### src/rtl/hazard_ctrl_pkg.sv
`default_nettype none
// ============================================================================
//  Module      : hazard_ctrl_pkg
//  Description : Shared definitions for the pipeline hazard controller:
//                forward-select encodings, FSM state encoding, parameter
//                defaults and the operand-select priority function.
//  Ports       : none (package)
//  Revision    : 1.0 - initial release
// ============================================================================
package hazard_ctrl_pkg;

    localparam int REG_ADDR_WIDTH_DEF = 5;
    localparam int CNT_WIDTH_DEF      = 32;
    localparam int MEM_TIMEOUT_DEF    = 255;

    // ID operand mux select encoding
    typedef enum logic [1:0] {
        FWD_REG     = 2'b00,  // register file
        FWD_EX_ALU  = 2'b01,  // EX stage alu_out
        FWD_DMEM    = 2'b10,  // data memory read data
        FWD_MEM_ALU = 2'b11   // EX/MEM alu_out
    } fwd_sel_t;

    typedef enum logic [0:0] {
        ST_RUN      = 1'b0,
        ST_MEM_WAIT = 1'b1
    } hz_state_t;

    // Youngest producer wins. A load still in EX has no data yet, so it is
    // skipped here and handled by the load-use stall instead.
    function automatic fwd_sel_t fwd_select(
        input logic ex_hit,
        input logic ex_is_load,
        input logic mem_hit,
        input logic mem_is_load
    );
        if (ex_hit && !ex_is_load) begin
            return FWD_EX_ALU;
        end else if (mem_hit && mem_is_load) begin
            return FWD_DMEM;
        end else if (mem_hit) begin
            return FWD_MEM_ALU;
        end
        return FWD_REG;
    endfunction

endpackage
`default_nettype wire

### src/rtl/hazard_ctrl_if.sv
`default_nettype none
// ============================================================================
//  Module      : hazard_ctrl_if
//  Description : Bundle of pipeline status inputs and control outputs of the
//                hazard controller.
//  Ports       : master - pipeline side (drives ID/EX/MEM status, dmem_ready,
//                         IF_flush_in; receives enables, selects, counters)
//                slave  - hazard controller side
//  Revision    : 1.0 - initial release
// ============================================================================
interface hazard_ctrl_if
    import hazard_ctrl_pkg::*;
#(
    parameter int REG_ADDR_WIDTH = REG_ADDR_WIDTH_DEF,
    parameter int CNT_WIDTH      = CNT_WIDTH_DEF
);
    // ID stage consumer
    logic [REG_ADDR_WIDTH-1:0] IF_ID_rs1;
    logic [REG_ADDR_WIDTH-1:0] IF_ID_rs2;
    logic                      id_use_rs1;
    logic                      id_use_rs2;
    // EX stage producer
    logic [REG_ADDR_WIDTH-1:0] ID_EX_rd;
    logic                      ID_EX_reg_wr_en;
    logic                      ID_EX_mem_read;
    // MEM stage producer
    logic [REG_ADDR_WIDTH-1:0] EX_MEM_rd;
    logic                      EX_MEM_reg_wr_en;
    logic                      EX_MEM_mem_read;
    logic                      EX_MEM_mem_access;
    logic                      dmem_ready;
    logic                      IF_flush_in;
    // Controls
    logic                      pc_write;
    logic                      IF_ID_write;
    logic                      ID_EX_bubble;
    logic                      pipe_freeze;
    logic                      IF_flush;
    logic [1:0]                forward_comp1;
    logic [1:0]                forward_comp2;
    logic                      mem_timeout;
    logic [CNT_WIDTH-1:0]      stall_cnt;
    logic [CNT_WIDTH-1:0]      flush_cnt;

    modport master (
        output IF_ID_rs1, IF_ID_rs2, id_use_rs1, id_use_rs2,
        output ID_EX_rd, ID_EX_reg_wr_en, ID_EX_mem_read,
        output EX_MEM_rd, EX_MEM_reg_wr_en, EX_MEM_mem_read, EX_MEM_mem_access,
        output dmem_ready, IF_flush_in,
        input  pc_write, IF_ID_write, ID_EX_bubble, pipe_freeze, IF_flush,
        input  forward_comp1, forward_comp2, mem_timeout, stall_cnt, flush_cnt
    );

    modport slave (
        input  IF_ID_rs1, IF_ID_rs2, id_use_rs1, id_use_rs2,
        input  ID_EX_rd, ID_EX_reg_wr_en, ID_EX_mem_read,
        input  EX_MEM_rd, EX_MEM_reg_wr_en, EX_MEM_mem_read, EX_MEM_mem_access,
        input  dmem_ready, IF_flush_in,
        output pc_write, IF_ID_write, ID_EX_bubble, pipe_freeze, IF_flush,
        output forward_comp1, forward_comp2, mem_timeout, stall_cnt, flush_cnt
    );

endinterface
`default_nettype wire

### src/rtl/sat_counter.sv
`default_nettype none
// ============================================================================
//  Module      : sat_counter
//  Description : Up-counter that sticks at all-ones.
//  Ports       : clk   - clock, rising edge
//                rst   - synchronous active-high clear
//                inc   - count enable
//                count - current value
//  Revision    : 1.0 - initial release
// ============================================================================
module sat_counter #(
    parameter int WIDTH = 32
) (
    input  logic             clk,
    input  logic             rst,
    input  logic             inc,
    output logic [WIDTH-1:0] count
);

    logic [WIDTH-1:0] r_count;

    always_ff @(posedge clk) begin
        if (rst) begin
            r_count <= '0;
        end else if (inc && (r_count != '1)) begin
            r_count <= r_count + WIDTH'(1);
        end
    end

    assign count = r_count;

endmodule
`default_nettype wire

### src/rtl/hazard_ctrl.sv
`default_nettype none
// ============================================================================
//  Module      : hazard_ctrl
//  Description : Pipeline hazard controller. Generates ID operand forward
//                selects, load-use stalls, data-memory wait freezes with a
//                timeout, gated IF flush and stall/flush performance counters.
//  Ports       : clk     - clock, rising edge
//                reset_n - synchronous reset, active HIGH despite the name
//                bus     - hazard_ctrl_if.slave (pipeline status in,
//                          enables/selects/flags/counters out)
//  Revision    : 1.0 - initial release
// ============================================================================
module hazard_ctrl
    import hazard_ctrl_pkg::*;
#(
    parameter int REG_ADDR_WIDTH = REG_ADDR_WIDTH_DEF,
    parameter int CNT_WIDTH      = CNT_WIDTH_DEF,
    parameter int MEM_TIMEOUT    = MEM_TIMEOUT_DEF
) (
    input  logic         clk,
    input  logic         reset_n,
    hazard_ctrl_if.slave bus
);

    localparam int                        WAIT_W     = $clog2(MEM_TIMEOUT + 1);
    localparam logic [WAIT_W-1:0]         WAIT_LIMIT = WAIT_W'(MEM_TIMEOUT);
    localparam logic [REG_ADDR_WIDTH-1:0] REG_X0     = '0;

    hz_state_t         r_state;
    hz_state_t         w_state_nxt;
    logic [WAIT_W-1:0] r_wait_cnt;
    logic              r_mem_timeout;

    logic w_ex_hit1, w_ex_hit2, w_mem_hit1, w_mem_hit2;
    logic w_load_use;
    logic w_freeze;
    logic w_timeout;
    logic w_pc_write, w_if_id_write, w_bubble, w_if_flush;

    // ------------------------------------------------------------------
    // Producer/consumer matching. Writes to x0 are never real results.
    // MEM/WB producers are intentionally absent: the register file
    // writes through in the same cycle.
    // ------------------------------------------------------------------
    always_comb begin
        w_ex_hit1  = bus.ID_EX_reg_wr_en && (bus.ID_EX_rd != REG_X0)
                     && (bus.ID_EX_rd == bus.IF_ID_rs1) && bus.id_use_rs1;
        w_ex_hit2  = bus.ID_EX_reg_wr_en && (bus.ID_EX_rd != REG_X0)
                     && (bus.ID_EX_rd == bus.IF_ID_rs2) && bus.id_use_rs2;
        w_mem_hit1 = bus.EX_MEM_reg_wr_en && (bus.EX_MEM_rd != REG_X0)
                     && (bus.EX_MEM_rd == bus.IF_ID_rs1) && bus.id_use_rs1;
        w_mem_hit2 = bus.EX_MEM_reg_wr_en && (bus.EX_MEM_rd != REG_X0)
                     && (bus.EX_MEM_rd == bus.IF_ID_rs2) && bus.id_use_rs2;
        w_load_use = (w_ex_hit1 || w_ex_hit2) && bus.ID_EX_mem_read;
    end

    // Selects are independent of stall/freeze so they stay valid while
    // the pipeline is held.
    assign bus.forward_comp1 = fwd_select(w_ex_hit1, bus.ID_EX_mem_read,
                                          w_mem_hit1, bus.EX_MEM_mem_read);
    assign bus.forward_comp2 = fwd_select(w_ex_hit2, bus.ID_EX_mem_read,
                                          w_mem_hit2, bus.EX_MEM_mem_read);

    // ------------------------------------------------------------------
    // Memory-wait FSM: state register
    // ------------------------------------------------------------------
    always_ff @(posedge clk) begin
        if (reset_n) begin
            r_state <= ST_RUN;
        end else begin
            r_state <= w_state_nxt;
        end
    end

    // ------------------------------------------------------------------
    // Memory-wait FSM: next state and pipeline controls.
    // The freeze is released combinationally in the cycle dmem_ready rises
    // (or the wait times out) so the held access retires that same cycle
    // and does not immediately re-trigger a wait from RUN.
    // ------------------------------------------------------------------
    always_comb begin
        w_state_nxt   = r_state;
        w_freeze      = 1'b0;
        w_timeout     = 1'b0;
        unique case (r_state)
            ST_RUN: begin
                if (bus.EX_MEM_mem_access && !bus.dmem_ready) begin
                    w_freeze    = 1'b1;
                    w_state_nxt = ST_MEM_WAIT;
                end
            end
            ST_MEM_WAIT: begin
                if (bus.dmem_ready) begin
                    w_state_nxt = ST_RUN;
                end else if (r_wait_cnt == WAIT_LIMIT) begin
                    w_timeout   = 1'b1;
                    w_state_nxt = ST_RUN;
                end else begin
                    w_freeze    = 1'b1;
                end
            end
            default: w_state_nxt = ST_RUN;
        endcase

        // Priority: freeze > load-use stall > flush
        w_pc_write    = 1'b1;
        w_if_id_write = 1'b1;
        w_bubble      = 1'b0;
        w_if_flush    = bus.IF_flush_in;
        if (w_freeze) begin
            w_pc_write    = 1'b0;
            w_if_id_write = 1'b0;
            w_if_flush    = 1'b0;
        end else if (w_load_use) begin
            w_pc_write    = 1'b0;
            w_if_id_write = 1'b0;
            w_bubble      = 1'b1;
            w_if_flush    = 1'b0;
        end
    end

    // Wait counter holds the ordinal of the current MEM_WAIT cycle (1 on
    // the first), so the access is frozen for MEM_TIMEOUT cycles in total
    // (the RUN cycle that detected it plus MEM_TIMEOUT-1 waiting cycles)
    // before the timeout cycle releases it.
    always_ff @(posedge clk) begin
        if (reset_n) begin
            r_wait_cnt    <= '0;
            r_mem_timeout <= 1'b0;
        end else begin
            if (r_state == ST_RUN) begin
                r_wait_cnt <= WAIT_W'(1);
            end else if (w_state_nxt == ST_MEM_WAIT) begin
                r_wait_cnt <= r_wait_cnt + WAIT_W'(1);
            end
            if (w_timeout) begin
                r_mem_timeout <= 1'b1;
            end
        end
    end

    assign bus.pc_write     = w_pc_write;
    assign bus.IF_ID_write  = w_if_id_write;
    assign bus.ID_EX_bubble = w_bubble;
    assign bus.pipe_freeze  = w_freeze;
    assign bus.IF_flush     = w_if_flush;
    assign bus.mem_timeout  = r_mem_timeout;

    // ------------------------------------------------------------------
    // Performance counters
    // ------------------------------------------------------------------
    sat_counter #(
        .WIDTH (CNT_WIDTH)
    ) u_stall_cnt (
        .clk   (clk),
        .rst   (reset_n),
        .inc   (~w_pc_write),
        .count (bus.stall_cnt)
    );

    sat_counter #(
        .WIDTH (CNT_WIDTH)
    ) u_flush_cnt (
        .clk   (clk),
        .rst   (reset_n),
        .inc   (w_if_flush),
        .count (bus.flush_cnt)
    );

endmodule
`default_nettype wire

### src/flat_wrapper.sv
// flat-port wrapper written by rule: the top's interface ports become plain ports
module hazard_ctrl_flat import hazard_ctrl_pkg::*;
#(
    parameter int REG_ADDR_WIDTH = REG_ADDR_WIDTH_DEF,
    parameter int CNT_WIDTH      = CNT_WIDTH_DEF,
    parameter int MEM_TIMEOUT    = MEM_TIMEOUT_DEF
)
  (clk, reset_n, bus_IF_ID_rs1, bus_IF_ID_rs2, bus_id_use_rs1, bus_id_use_rs2, bus_ID_EX_rd, bus_ID_EX_reg_wr_en, bus_ID_EX_mem_read, bus_EX_MEM_rd, bus_EX_MEM_reg_wr_en, bus_EX_MEM_mem_read, bus_EX_MEM_mem_access, bus_dmem_ready, bus_IF_flush_in, bus_pc_write, bus_IF_ID_write, bus_ID_EX_bubble, bus_pipe_freeze, bus_IF_flush, bus_forward_comp1, bus_forward_comp2, bus_mem_timeout, bus_stall_cnt, bus_flush_cnt);
  hazard_ctrl_if #(.REG_ADDR_WIDTH(REG_ADDR_WIDTH), .CNT_WIDTH(CNT_WIDTH)) bus_i ();
  input  logic clk;
  input  logic reset_n;
  input wire logic [$bits(bus_i.IF_ID_rs1)-1:0] bus_IF_ID_rs1;
  input wire logic [$bits(bus_i.IF_ID_rs2)-1:0] bus_IF_ID_rs2;
  input wire logic [$bits(bus_i.id_use_rs1)-1:0] bus_id_use_rs1;
  input wire logic [$bits(bus_i.id_use_rs2)-1:0] bus_id_use_rs2;
  input wire logic [$bits(bus_i.ID_EX_rd)-1:0] bus_ID_EX_rd;
  input wire logic [$bits(bus_i.ID_EX_reg_wr_en)-1:0] bus_ID_EX_reg_wr_en;
  input wire logic [$bits(bus_i.ID_EX_mem_read)-1:0] bus_ID_EX_mem_read;
  input wire logic [$bits(bus_i.EX_MEM_rd)-1:0] bus_EX_MEM_rd;
  input wire logic [$bits(bus_i.EX_MEM_reg_wr_en)-1:0] bus_EX_MEM_reg_wr_en;
  input wire logic [$bits(bus_i.EX_MEM_mem_read)-1:0] bus_EX_MEM_mem_read;
  input wire logic [$bits(bus_i.EX_MEM_mem_access)-1:0] bus_EX_MEM_mem_access;
  input wire logic [$bits(bus_i.dmem_ready)-1:0] bus_dmem_ready;
  input wire logic [$bits(bus_i.IF_flush_in)-1:0] bus_IF_flush_in;
  output wire logic [$bits(bus_i.pc_write)-1:0] bus_pc_write;
  output wire logic [$bits(bus_i.IF_ID_write)-1:0] bus_IF_ID_write;
  output wire logic [$bits(bus_i.ID_EX_bubble)-1:0] bus_ID_EX_bubble;
  output wire logic [$bits(bus_i.pipe_freeze)-1:0] bus_pipe_freeze;
  output wire logic [$bits(bus_i.IF_flush)-1:0] bus_IF_flush;
  output wire logic [$bits(bus_i.forward_comp1)-1:0] bus_forward_comp1;
  output wire logic [$bits(bus_i.forward_comp2)-1:0] bus_forward_comp2;
  output wire logic [$bits(bus_i.mem_timeout)-1:0] bus_mem_timeout;
  output wire logic [$bits(bus_i.stall_cnt)-1:0] bus_stall_cnt;
  output wire logic [$bits(bus_i.flush_cnt)-1:0] bus_flush_cnt;
  assign bus_i.IF_ID_rs1 = bus_IF_ID_rs1;
  assign bus_i.IF_ID_rs2 = bus_IF_ID_rs2;
  assign bus_i.id_use_rs1 = bus_id_use_rs1;
  assign bus_i.id_use_rs2 = bus_id_use_rs2;
  assign bus_i.ID_EX_rd = bus_ID_EX_rd;
  assign bus_i.ID_EX_reg_wr_en = bus_ID_EX_reg_wr_en;
  assign bus_i.ID_EX_mem_read = bus_ID_EX_mem_read;
  assign bus_i.EX_MEM_rd = bus_EX_MEM_rd;
  assign bus_i.EX_MEM_reg_wr_en = bus_EX_MEM_reg_wr_en;
  assign bus_i.EX_MEM_mem_read = bus_EX_MEM_mem_read;
  assign bus_i.EX_MEM_mem_access = bus_EX_MEM_mem_access;
  assign bus_i.dmem_ready = bus_dmem_ready;
  assign bus_i.IF_flush_in = bus_IF_flush_in;
  assign bus_pc_write = bus_i.pc_write;
  assign bus_IF_ID_write = bus_i.IF_ID_write;
  assign bus_ID_EX_bubble = bus_i.ID_EX_bubble;
  assign bus_pipe_freeze = bus_i.pipe_freeze;
  assign bus_IF_flush = bus_i.IF_flush;
  assign bus_forward_comp1 = bus_i.forward_comp1;
  assign bus_forward_comp2 = bus_i.forward_comp2;
  assign bus_mem_timeout = bus_i.mem_timeout;
  assign bus_stall_cnt = bus_i.stall_cnt;
  assign bus_flush_cnt = bus_i.flush_cnt;
  hazard_ctrl #(.REG_ADDR_WIDTH(REG_ADDR_WIDTH), .CNT_WIDTH(CNT_WIDTH), .MEM_TIMEOUT(MEM_TIMEOUT)) u_core (.clk(clk), .reset_n(reset_n), .bus(bus_i));
endmodule
### config.mk
export PLATFORM = sky130hd
export DESIGN_NAME = hazard_ctrl_flat
export DESIGN_NICKNAME = d
export VERILOG_FILES = /design/src/rtl/hazard_ctrl_pkg.sv /design/src/rtl/hazard_ctrl_if.sv /design/src/rtl/sat_counter.sv /design/src/rtl/hazard_ctrl.sv /design/src/flat_wrapper.sv
export SDC_FILE = /design/constraint.sdc
export NUM_CORES = 1
export LEC_CHECK = 0
export BUFFER_PORTS_ARGS = -buffer_cell sky130_fd_sc_hd__buf_4
export CORE_ASPECT_RATIO = 1.4
export CORE_MARGIN = 4
export CORE_UTILIZATION = 35
export CTS_BUF_LIST = sky130_fd_sc_hd__clkbuf_4 sky130_fd_sc_hd__clkbuf_8
export CTS_CLUSTER_SIZE = 14
export DETAILED_ROUTE_END_ITERATION = 12
export PLACE_DENSITY = 0.65
export SLEW_MARGIN = 20
export SYNTH_ARGS = -nofsm -noshare
export SYNTH_HDL_FRONTEND = slang
export SYNTH_SLANG_ARGS = --single-unit
export TNS_END_PERCENT = 20
### constraint.sdc
create_clock -name clk -period 2.4 [get_ports clk]
set_clock_uncertainty 0.2 [all_clocks]
set_input_delay 0 -clock clk [delete_from_list [all_inputs] [get_ports clk]]
set_output_delay 0 -clock clk [all_outputs]
set_load 0.02 [all_outputs]
### Yosys cells after proc, flatten, opt, wreduce, memory -nomap -nowiden

Index checks and enable logic that the tools add are counted.

| storage, ports and cells | value |
|---|---|
| register bits after elaboration | 74 |
| bits in latches | 0 |
| bits in writable memories | 0 |
| bits in read-only memories | 0 |
| input port bits | 31 |
| output and inout port bits | 74 |
| word-level logic and storage cells | 72 |
| memories kept | 0 |

| cells by class | value |
|---|---|
| add/subtract/negate cells | 3 |
| multipliers | 0 |
| div/mod/pow operators | 0 |
| order comparisons | 0 |
| eq/ne operators | 8 |
| shifts and indexed selects | 0 |
| mux-type cells | 29 |
| bitwise logic cells | 2 |
| reductions and logical operators | 24 |

Operators by type and width:

| cell | count |
|---|---|
| 32-bit by 1-bit adder with 32-bit output, second input constant | 2 |
| 32-bit != test, second input constant | 2 |
| 5-bit equality test | 4 |
| 1-bit 2-to-1 mux | 20 |
| 1-bit logical AND | 18 |
| 2-bit 2-to-1 mux | 8 |
| 5-bit nonzero test | 2 |
| 8-bit by 1-bit adder with 8-bit output, second input constant | 1 |
| 8-bit equality test, second input constant | 1 |
| 1-bit logical NOT | 2 |
| 2-bit != test, second input constant | 1 |
| 1-bit inverter | 2 |
| 1-bit one-hot mux with 2 select lines | 1 |
| 2-bit OR reduction | 1 |
| 1-bit logical OR | 1 |

### Depth between registers and ports, before layout

Gate-level depths: netlist (run 1).

| depth | value |
|---|---|
| depth in word-level cells | 10 |
| mapped depth | 11 |
| depth with buffers taken out | 9 |

### By module

A second synthesis (run 1) with hierarchy kept.

| unflattened totals | value |
|---|---|
| cells, all modules | 494 |
| area, all modules | 4120.2 um^2 |

Modules (own cells, without submodules):

| module | times used | cells each | area an instance (um^2) | seq. area each (um^2) |
|---|---|---|---|---|
| sat_counter | 2 | 199 | 1674.1 | 640.6 |
| hazard_ctrl | 1 | 96 | 772.0 | 200.2 |

### Worst setup path after synthesis (run 1)

OpenSTA, ideal clock, no wires.

| path | value |
|---|---|
| path kind | reg-to-reg |
| start | reg u_core.u_flush_cnt.r_count[0] (netlist: u_core.u_flush_cnt.count[0]) |
| end | reg u_core.u_flush_cnt.r_count[24] (netlist: u_core.u_flush_cnt.count[24]) |
| setup time | 123 ps |
| arrival | 2302 ps |
| required time | 2077 ps |
| setup slack | -225 ps |
| stages on the path, launching flop included | 10 |
| buffers on the path | 1 |
| clock period less this slack | 2625 ps |
| cell sequence | dfxtp_1 -> ha_1 -> nand2_1 -> nor3_1 -> inv_1 -> or4b_1 -> clkbuf_1 -> nor2_1 -> nand3_1 -> mux2_1 |

| on the way | value |
|---|---|
| word-level cells in the longest chain between the ends | 2 |
| elaborated cells on any way between the ends | 3 |
| those cells by class | 1 x add/sub; 1 x eq/ne; 1 x reduce/logical |

RTL lines:

| element | RTL line | source |
|---|---|---|
| from (decl) | sat_counter.sv:20 | `logic [WIDTH-1:0] r_count;` |
| from (signal assigned) | sat_counter.sv:26 | `r_count <= r_count + WIDTH'(1);` |
| parallel branches: the longest is 2 deep, another holds 32-bit by 1-bit adder with 32-bit output | -- |  |

Parallel ways; which one is timed is not known.
A chain may end at the register's enable or synchronous reset.

### Final worst setup path (run 1)

| path | value |
|---|---|
| start | reg u_core.r_wait_cnt[1] |
| end | reg u_core.u_flush_cnt.r_count[25] (netlist: u_core.u_flush_cnt.count[25]) |

| on the way | value |
|---|---|
| word-level cells in the longest chain between the ends | 6 |

RTL lines:

| element | RTL line | source |
|---|---|---|
| from (decl) | hazard_ctrl.sv:31 | `logic [WAIT_W-1:0] r_wait_cnt;` |
| from (signal assigned) | hazard_ctrl.sv:134 | `r_wait_cnt <= r_wait_cnt + WAIT_W'(1);` |
| 8-bit equality test | hazard_ctrl.sv:95 | `end else if (r_wait_cnt == WAIT_LIMIT) begin` |
| 1-bit 2-to-1 mux | hazard_ctrl.sv:95 |  |
| 1-bit 2-to-1 mux | hazard_ctrl.sv:93 | `if (bus.dmem_ready) begin` |
| 1-bit one-hot mux with 2 select lines | hazard_ctrl.sv:85 | `unique case (r_state)` |
| 1-bit 2-to-1 mux | hazard_ctrl.sv:110 | `if (w_freeze) begin` |
| 1-bit logical AND | sat_counter.sv:25 | `end else if (inc && (r_count != '1)) begin` |

No other way between the ends.

==> impl_metrics.py, run 1 <==
metrics = {
    "setup_path": {
        "arrival_ns": 2.52,
        "worstSetupPathType": "reg2reg",
        "worstSetupStartpointType": "flop",
        "critPathMaxFanout": 8,
        "cp-end-kind": "flop",
        "required_ns": 2.50,
    },
    "floorplanning": {
        "rows": 45,
        "die_w_um": 96.8,
        "io_pins": 105,
        "die_h_um": 132,
        "core_area_um2": 10800,
        "die_area_um2": 12800,
        "start_util_pct": 35.8,
    },
    "clock_tree": {
        "cts_buffer_depth": 2,
        "cts_inserted_buffers": 9,
        "cts.clk_slew.worst_paths_ns": 0.08,
        "clkLatencyLatePin_ns": 0.37,
        "cts.sinks": 74,
        "cts_tree": "built",
        "root_buffer": "clkbuf_8",
        "htree_levels": 3,
    },
    "timing": {
        "period_needed_ns": 2.43,
        "fmaxAchievable_mhz": 412,
        "slew_viol_final": 0,
        "fin_ws_ns": -0.0258,
        "slew_headroom_pct": 62.0,
        "tightest_slew_ns": 0.568,
        "fin_tns_setup_ns": -0.0656,
        "rsz0062_at_grt": "true",
        "hold_viol_final": 0,
        "min_period_over_period_pct": 101,
        "setup_violations": 5,
        "fin_hold_ws_ns": 0.116,
    },
    "pwr": {
        "power_density_nw_per_um2": 431,
        "p_total_mw": 2.58,
        "power.leakage_nw": 2.37,
        "irDropWorstVdd_uv": 337,
    },
    "layout": {
        "nFillCells": 1033,
        "finalInstanceArea_um2": 6000,
        "nNetsFinal": 707,
        "final_util_pct": 55.5,
        "final_cells": 819,
        "drive_above_1_share_pct": 41.6,
        "syn_to_final_growth_pct": 55.1,
        "diodes": 0,
    },
    "yosys": {
        "netlist_area_um2": 3860,
        "yosys_warnings": 0,
        "synthTopCellsByCount": "dfxtp_1 (74), nor2_1 (50), a21oi_1 (37), nand2_1 (37), or3_1 (29)",
        "synth_cells": 481,
        "synth_edf_count": 0,
        "synth.net_count": 515,
        "ys_seq_elements": 74,
        "syn_area_per_cell_um2": 8.04,
        "synth_ff_type": "dfxtp_1",
        "synth.most_common_cell": "dfxtp_1",
        "seq_area_frac_synth_pct": 38.3,
        "yosys.area.top_type": "dfxtp_1",
        "yosysUniqueCellTypes": 44,
        "async_reset_ff_share_pct": 0,
        "synth_top_area_share_pct": 38.3,
        "ys_top_cells_by_area": "dfxtp_1 (38%), xnor2_1 (5.7%), xor2_1 (5.4%)",
    },
    "placement": {
        "hpwl_um": 9210,
        "dp_slack_ns": -0.130,
        "place.port_buffers": 104,
        "dp.cells": 788,
        "routabilityCongestion": 0.921,
        "placed_cell_area_um2": 5420,
    },
    "global_routing": {
        "grt_pass1_vias": 4241,
        "grt_max_degree": 36,
        "antenna_found_initial": 0,
        "gr-total-overflow": 0,
        "grt_pass1_wl_um": 20000,
        "grt.total_usage_pct": 19.0,
    },
    "routing": {
        "wl_um": 12500,
        "vias": 4317,
        "viasPerCell": 5.27,
        "drc": 0,
        "dr.pass1.iters": 4,
        "drt-initial-drc-count": 155,
        "drt-wirelength-per-cell_um": 15.3,
        "ant_nets": 0,
    },
    "outcome": {
        "violations": "setup timing",
        "status": "complete, but fails checks",
    },
    "job": {
        "drv_cap": 0,
    },
    "min_path": {
        "worst_hold_path_type": "in2out",
    },
}
[worst max-delay path, stage by stage, from the launching register on]
cell and delay, ns:
dfxtp_2 0.36, ha_4 0.13, nand4_1 0.12, nor2_2 0.16, or3_4 0.16, buf_6 0.11
nand3b_1 0.14, or2_4 0.34, or4_4 0.53, a21oi_2 0.12
[layer usage]
layer / GRT usage (%) / vias up / part of all wire, %
li1: - / 2117 / -
met1: 19.8 / 2049 / 38
met2: 35.3 / 126 / 53
met3: 4.87 / 25 / 5.9
met4: 8.74 / 0 / 2.6
met5: 0 / - / 0
[final timing paths]
check	slack (ns)	startpoint	cells after the start	to
worst min register to register	0.28	u_core.bus.mem_timeout	2	u_core.bus.mem_timeout
worst min-delay path	0.12	bus_EX_MEM_mem_read	3	bus_forward_comp1[0]
worst max register to register	-0.03	u_core.r_wait_cnt[1]	9	u_core.u_flush_cnt.count[25]
worst max-delay path	-0.03	u_core.r_wait_cnt[1]	9	u_core.u_flush_cnt.count[25]
[cell families (layout without fill, tap and decap cells)]
kind of cell	count (synthesis)	after routing	synth area share, %
fa+ha+maj	3	3	0.971
buf+inv	32	227	3.37
simple gates	234	236	32.0
xor+xnor	49	49	11.1
mux	6	6	1.68
compound gates	83	83	12.5
flops	74	74	38.3
[state kept, by name, indices dropped and copies added (netlist names)]
name,count
u_core.bus.mem_timeout,1
u_core.r_wait_cnt,8
u_core.u_stall_cnt.count,32
u_core.u_flush_cnt.count,32
u_core.r_state,1
[power by group]
part	total, mW	internal [mW]	switching (mW)
Combinational	0.264	0.125	0.138
Clock	1.07	0.583	0.492
Sequential	1.24	1.24	0.00765
Total	2.58	1.94	0.638
[placed cells by master, fill, tap and decap left out, drive strengths merged, types with 5 or more instances in the layout]
master / Yosys / routed
o31ai: 11 / 11
clkbuf: 13 / 9
nand3: 28 / 29
nand2: 37 / 37
dfxtp: 74 / 74
nor2: 50 / 50
xor2: 24 / 24
nor4: 14 / 14
or3: 29 / 29
nor3: 17 / 17
or4: 12 / 12
o21ai: 27 / 27
nand4: 18 / 18
and3: 5 / 5
buf: 9 / 197
nor2b: 5 / 5
a21oi: 37 / 37
inv: 10 / 10
xnor2: 25 / 25
[what timing repair did]
item | 4_1_cts | 5_1_grt
pin swaps | 2 | 29
endpoints found under the hold margin | 29 | 0
setup buffers | 2 | 6
resized for setup | 7 | 44
hold buffers | 4 | 0
gates cloned | 1 | 2
endpoints found under the setup margin | 29 | 39
[cell type report]
type	count	area, um2	area share [%]
repair buffers	201	1550	25.9
inverters	10	40.0	0.668
multi-input cells	377	2500	41.7
clock buffers	9	124	2.07
well taps	141	176	2.94
clock inverters	7	93.8	1.57
flip-flops and latches	74	1510	25.1
Note: power is estimated with default switching activity, not from simulation.
==> run 2, diff against run 1 <==
CORE_MARGIN = not set   (was 4)
==> run 2 against run 1 <==
  * The run now ends clean
  * First-iteration DRC count unchanged
  * Wire length decreased by 1.7%
  * Sequential share of layout area increased by 0.30 points
  * Non-clock buffer count increased by 5
  * Total power decreased by 4.3%
  * Flip-flop and latch count unchanged
  * Largest cell class unchanged
  * Fmax increased by 2.6%
  * Highest routed layer unchanged
==> impl_metrics.py, run 2 (synthesis gave the netlist of run 1 again) <==
metrics = {
    "timing": {
        "hold_viol_final": 0,
        "slew_headroom_pct": 64.7,
        "slew_viol_final": 0,
        "rsz0062_at_grt": "true",
        "fin_ws_ns": 0.0352,
        "setup_violations": 0,
        "period_needed_ns": 2.36,
        "fin_tns_setup_ns": 0,
        "min_period_over_period_pct": 98.5,
        "fin_hold_ws_ns": 0.110,
        "tightest_slew_ns": 0.528,
        "fmaxAchievable_mhz": 423,
    },
    "layout": {
        "syn_to_final_growth_pct": 53.2,
        "finalInstanceArea_um2": 5920,
        "nFillCells": 1011,
        "diodes": 0,
        "multi_input_area_um2": 2430,
        "final_cell_mix": "buf_4 (193), dfxtp_1 (56), nor2_1 (49)",
        "drive_above_1_share_pct": 39.4,
        "final_util_pct": 54.8,
        "final_common_cell": "buf_4",
        "area.sequential_um2": 1510,
        "nNetsFinal": 711,
        "final_cells": 822,
    },
    "clock_tree": {
        "cts_buffer_depth": 2,
        "cts.sinks": 74,
        "cts.clk_slew.worst_paths_ns": 0.07,
        "cts_tree": "built",
        "root_buffer": "clkbuf_8",
        "clkLatencyLatePin_ns": 0.36,
        "htree_levels": 3,
        "cts_inserted_buffers": 9,
    },
    "routing": {
        "drt-wirelength-per-cell_um": 14.9,
        "drt-initial-drc-count": 155,
        "viasPerCell": 5.34,
        "vias": 4391,
        "dr.pass1.iters": 4,
        "ant_nets": 0,
        "drc": 0,
        "wl_um": 12300,
    },
    "min_path": {
        "holdPathStages": 3,
        "worst_hold_path_type": "in2out",
    },
    "floorplanning": {
        "start_util_pct": 35.8,
        "die_area_um2": 11500,
        "rows": 45,
        "io_pins": 105,
        "die_w_um": 90.8,
        "die_h_um": 126,
        "core_area_um2": 10800,
    },
    "placement": {
        "place.port_buffers": 104,
        "hpwl_um": 9050,
        "dp_slack_ns": -0.102,
        "routabilityCongestion": 0.876,
        "placed_cell_area_um2": 5460,
        "dp.cells": 793,
    },
    "setup_path": {
        "worstSetupStartpointType": "flop",
        "critPathMaxFanout": 7,
        "required_ns": 2.49,
        "worstSetupPathType": "reg2reg",
        "cp-end-kind": "flop",
        "arrival_ns": 2.45,
        "rr_worst_depth": 10,
    },
    "global_routing": {
        "antenna_found_initial": 0,
        "gr-total-overflow": 0,
        "grt_pass1_vias": 4323,
        "grt_pass1_wl_um": 19200,
        "grt.total_usage_pct": 20.6,
        "grt_max_degree": 37,
    },
    "pwr": {
        "power_density_nw_per_um2": 417,
        "power.leakage_nw": 2.36,
        "p_total_mw": 2.47,
        "irDropWorstVdd_uv": 300,
    },
    "job": {
        "drv_cap": 0,
    },
    "outcome": {
        "status": "complete, no violations",
    },
}
run 2: changes by cell type in the layout (fill, tap and decap cells not counted), moves of 4 or more:
| cell | change |
|---|---|
| or3_1 | +4 |
| or4_4 | -4 |
| a21oi_1 | +7 |
| or4_1 | +4 |
| or3_4 | -4 |
| a21oi_2 | -7 |
| buf_4 | +4 |
run 2: report_power, final:
| part | internal, mW | switching (mW) | total, mW | leakage, nW |
|---|---|---|---|---|
| combinational | 0.118 | 0.135 | 0.253 | 1.66 |
| clock | 0.523 | 0.453 | 0.976 | 0.103 |
| sequential | 1.24 | 0.00706 | 1.24 | 0.606 |
| total | 1.88 | 0.595 | 2.47 | 2.36 |
run 2: cell type report:
class | instances | share of cell area, %
Inverter | 10 | 0.676
Clock inverter | 3 | 0.676
Tap cell | 141 | 2.98
Clock buffer | 12 | 2.58
Sequential cell | 74 | 25.4
Multi-Input combinational cell | 376 | 41.1
Timing Repair Buffer | 206 | 26.5
run 2: path summary, 6_finish.rpt:
check | from | to | slack (ns)
worst min register to register | u_core.u_flush_cnt.count[31] | u_core.u_flush_cnt.count[31] | 0.31
worst min-delay path | bus_EX_MEM_mem_read | bus_forward_comp2[0] | 0.11
worst max register to register | u_core.r_wait_cnt[1] | u_core.u_stall_cnt.count[12] | 0.04
worst max-delay path | u_core.r_wait_cnt[1] | u_core.u_stall_cnt.count[12] | 0.04
run 2: timing repair:
item	in CTS	in global routing
setup buffers	0	5
cloned	1	3
pin swaps	5	14
endpoints found under the hold margin	30	0
gates resized for setup	8	26
hold buffers	5	0
endpoints found under the setup margin	26	36
run 2: critical path, cell delays in order (launching register included):
cell,delay (ns)
dfxtp_2,0.34
ha_4,0.15
nand4_1,0.08
nor2_1,0.06
or3_4,0.41
inv_4,0.10
buf_6,0.11
o22ai_2,0.09
buf_4,0.17
or4_1,0.46
a21oi_1,0.12
run 2: routing by layer:
layer	global-route usage [%]	vias to the layer above	wire length, um
met5	0	-	0
met4	11.4	0	441
met3	5.10	34	711
met2	38.2	141	6460
met1	20.9	2089	4670
li1	-	2127	-
==> run 3, diff against run 2 <==
SETUP_SLACK_MARGIN = 0.4   (was not set)
==> run 3 against run 2 <==
  * Wire length increased by 5.3%
  * Global-route usage increased by 1.9 points
  * Flip-flop and latch count unchanged
  * Critical path type unchanged
  * Largest power group unchanged
==> impl_metrics.py, run 3 (synthesis gave the netlist of run 1 again) <==
metrics = {
    "outcome": {
        "status": "complete, no violations",
    },
    "global_routing": {
        "globalRoute.busiestLayer": "met2",
        "grt_pass1_vias": 4484,
        "grt_max_degree": 53,
        "grt_use_met1_pct": 25.5,
        "globalRouteMet2Util_pct": 40.6,
        "grt.total_usage_pct": 22.4,
        "antenna_found_initial": 0,
        "grt_pass1_wl_um": 20900,
        "grt.met3_usage_pct": 3.06,
        "gr-total-overflow": 0,
    },
    "floorplanning": {
        "io_pins": 105,
        "rows": 45,
        "die_area_um2": 11500,
        "core_area_um2": 10800,
        "start_util_pct": 35.8,
        "die_w_um": 90.8,
        "die_h_um": 126,
    },
    "routing": {
        "drt-initial-drc-count": 141,
        "dr.pass1.iters": 4,
        "vias": 4482,
        "ant_nets": 0,
        "viasPerCell": 5.40,
        "drt-wirelength-per-cell_um": 15.6,
        "drc": 0,
        "wl_um": 12900,
    },
    "layout": {
        "finalInstanceArea_um2": 6340,
        "final_util_pct": 58.6,
        "drive_above_1_share_pct": 47.9,
        "final_common_cell": "buf_4",
        "syn_to_final_growth_pct": 64.0,
        "nFillCells": 949,
        "final_cell_mix": "buf_4 (192), nor2_1 (46), dfxtp_1 (44)",
        "area.sequential_um2": 1540,
        "diodes": 0,
        "multi_input_area_um2": 2710,
        "nNetsFinal": 718,
    },
    "pwr": {
        "power.leakage_nw": 2.46,
        "power_density_nw_per_um2": 390,
        "irDropWorstVdd_uv": 270,
    },
    "clock_tree": {
        "htree_levels": 3,
        "cts_buffer_depth": 2,
        "root_buffer": "clkbuf_8",
        "cts_tree": "built",
        "cts.clk_slew.worst_paths_ns": 0.08,
        "cts.sinks": 74,
        "cts_inserted_buffers": 9,
        "clkLatencyLatePin_ns": 0.36,
    },
    "setup_path": {
        "slowest_delay_ns": 0.38,
        "worstSetupPathType": "reg2reg",
        "critPathSlowestCell": "or3_4",
        "critPathTopFamily": "simple AND/OR/NAND/NOR gates",
        "cp_num_buf_inv": 1,
        "worstSetupStartpointType": "flop",
        "cp-end-kind": "flop",
        "required_ns": 2.45,
        "arrival_ns": 2.40,
        "critPathMaxFanout": 8,
        "cp_cell_sequence": "ha_4, nand4_1, nor2_2, or3_4, inv_6, o221a_4, nand3_4, nor3_2, mux2_2",
    },
    "timing": {
        "rsz0062_at_grt": "true",
        "setup_violations": 0,
        "fin_tns_setup_ns": 0,
        "slew_headroom_pct": 61.6,
        "min_period_over_period_pct": 98.1,
        "period_needed_ns": 2.36,
        "fmaxAchievable_mhz": 425,
        "tightest_slew_ns": 0.576,
        "hold_viol_final": 0,
        "slew_viol_final": 0,
    },
    "placement": {
        "placed_cell_area_um2": 5510,
        "place.port_buffers": 104,
        "hpwl_um": 8760,
        "routabilityCongestion": 0.890,
    },
    "job": {
        "drv_cap": 0,
    },
    "min_path": {
        "worst_hold_path_type": "in2reg",
    },
}
==> run 3: power by group <==
group | switching (mW) | total (mW) | internal, mW
Clock | 0.467 | 0.965 | 0.498
Sequential | 0.00771 | 1.23 | 1.23
Combinational | 0.148 | 0.272 | 0.125
==> run 3: layout make-up <==
| class | count | area share, % |
|---|---|---|
| flip-flops and latches | 74 | 24.3 |
| well taps | 141 | 2.78 |
| inverters | 10 | 0.671 |
| multi-input cells | 377 | 42.7 |
| clock buffers | 15 | 2.96 |
| clock inverters | 1 | 0.138 |
| repair buffers | 212 | 26.4 |
==> run 3: worst paths after layout <==
check | cells after the start | start | slack [ns] | to
min reg2reg | 2 | u_core.bus.mem_timeout | 0.28 | u_core.bus.mem_timeout
max reg2reg | 9 | u_core.r_wait_cnt[1] | 0.04 | u_core.u_stall_cnt.count[27]
max | 9 | u_core.r_wait_cnt[1] | 0.04 | u_core.u_stall_cnt.count[27]
min | 5 | bus_EX_MEM_mem_access | 0.05 | u_core.r_state
==> run 3: stage by stage <==
step | std cells | setup slack (ns) | hold slack, ns | power, mW
finish | 830 | 0.0446 | 0.0489 | 2.47
CTS | 827 | 0.0200 | 0.0213 | 2.48
global placement | 793 | -0.132 | 0.105 | 1.49
detailed placement | 793 | -0.154 | 0.103 | 1.50
global route | 830 | -0.0571 | 0.0684 | 2.58
floorplan | 481 | -0.0415 | -0.0518 | 1.38
==> run 3: worst reg2reg max path, cell delays in order (launching register included) <==
cell,delay (ns)
dfxtp_2,0.34
ha_4,0.15
nand4_1,0.12
nor2_2,0.05
or3_4,0.38
inv_6,0.10
o221a_4,0.24
nand3_4,0.13
nor3_2,0.19
mux2_2,0.35
==> run 3: metal layers <==
metal,up-vias,part of all wire (%)
li1,2139,-
met2,156,53
met1,2160,39
met3,27,5.4
met4,0,2.7
met5,-,0
==> run 3: repair_timing <==
item / CTS / global route
hold endpoints to repair: 40 / 0
setup buffers: 13 / 3
gates cloned: 2 / 0
hold buffers: 3 / 0
setup endpoints to repair: 75 / 78
gates resized for setup: 35 / 66
pin swaps: 25 / 42
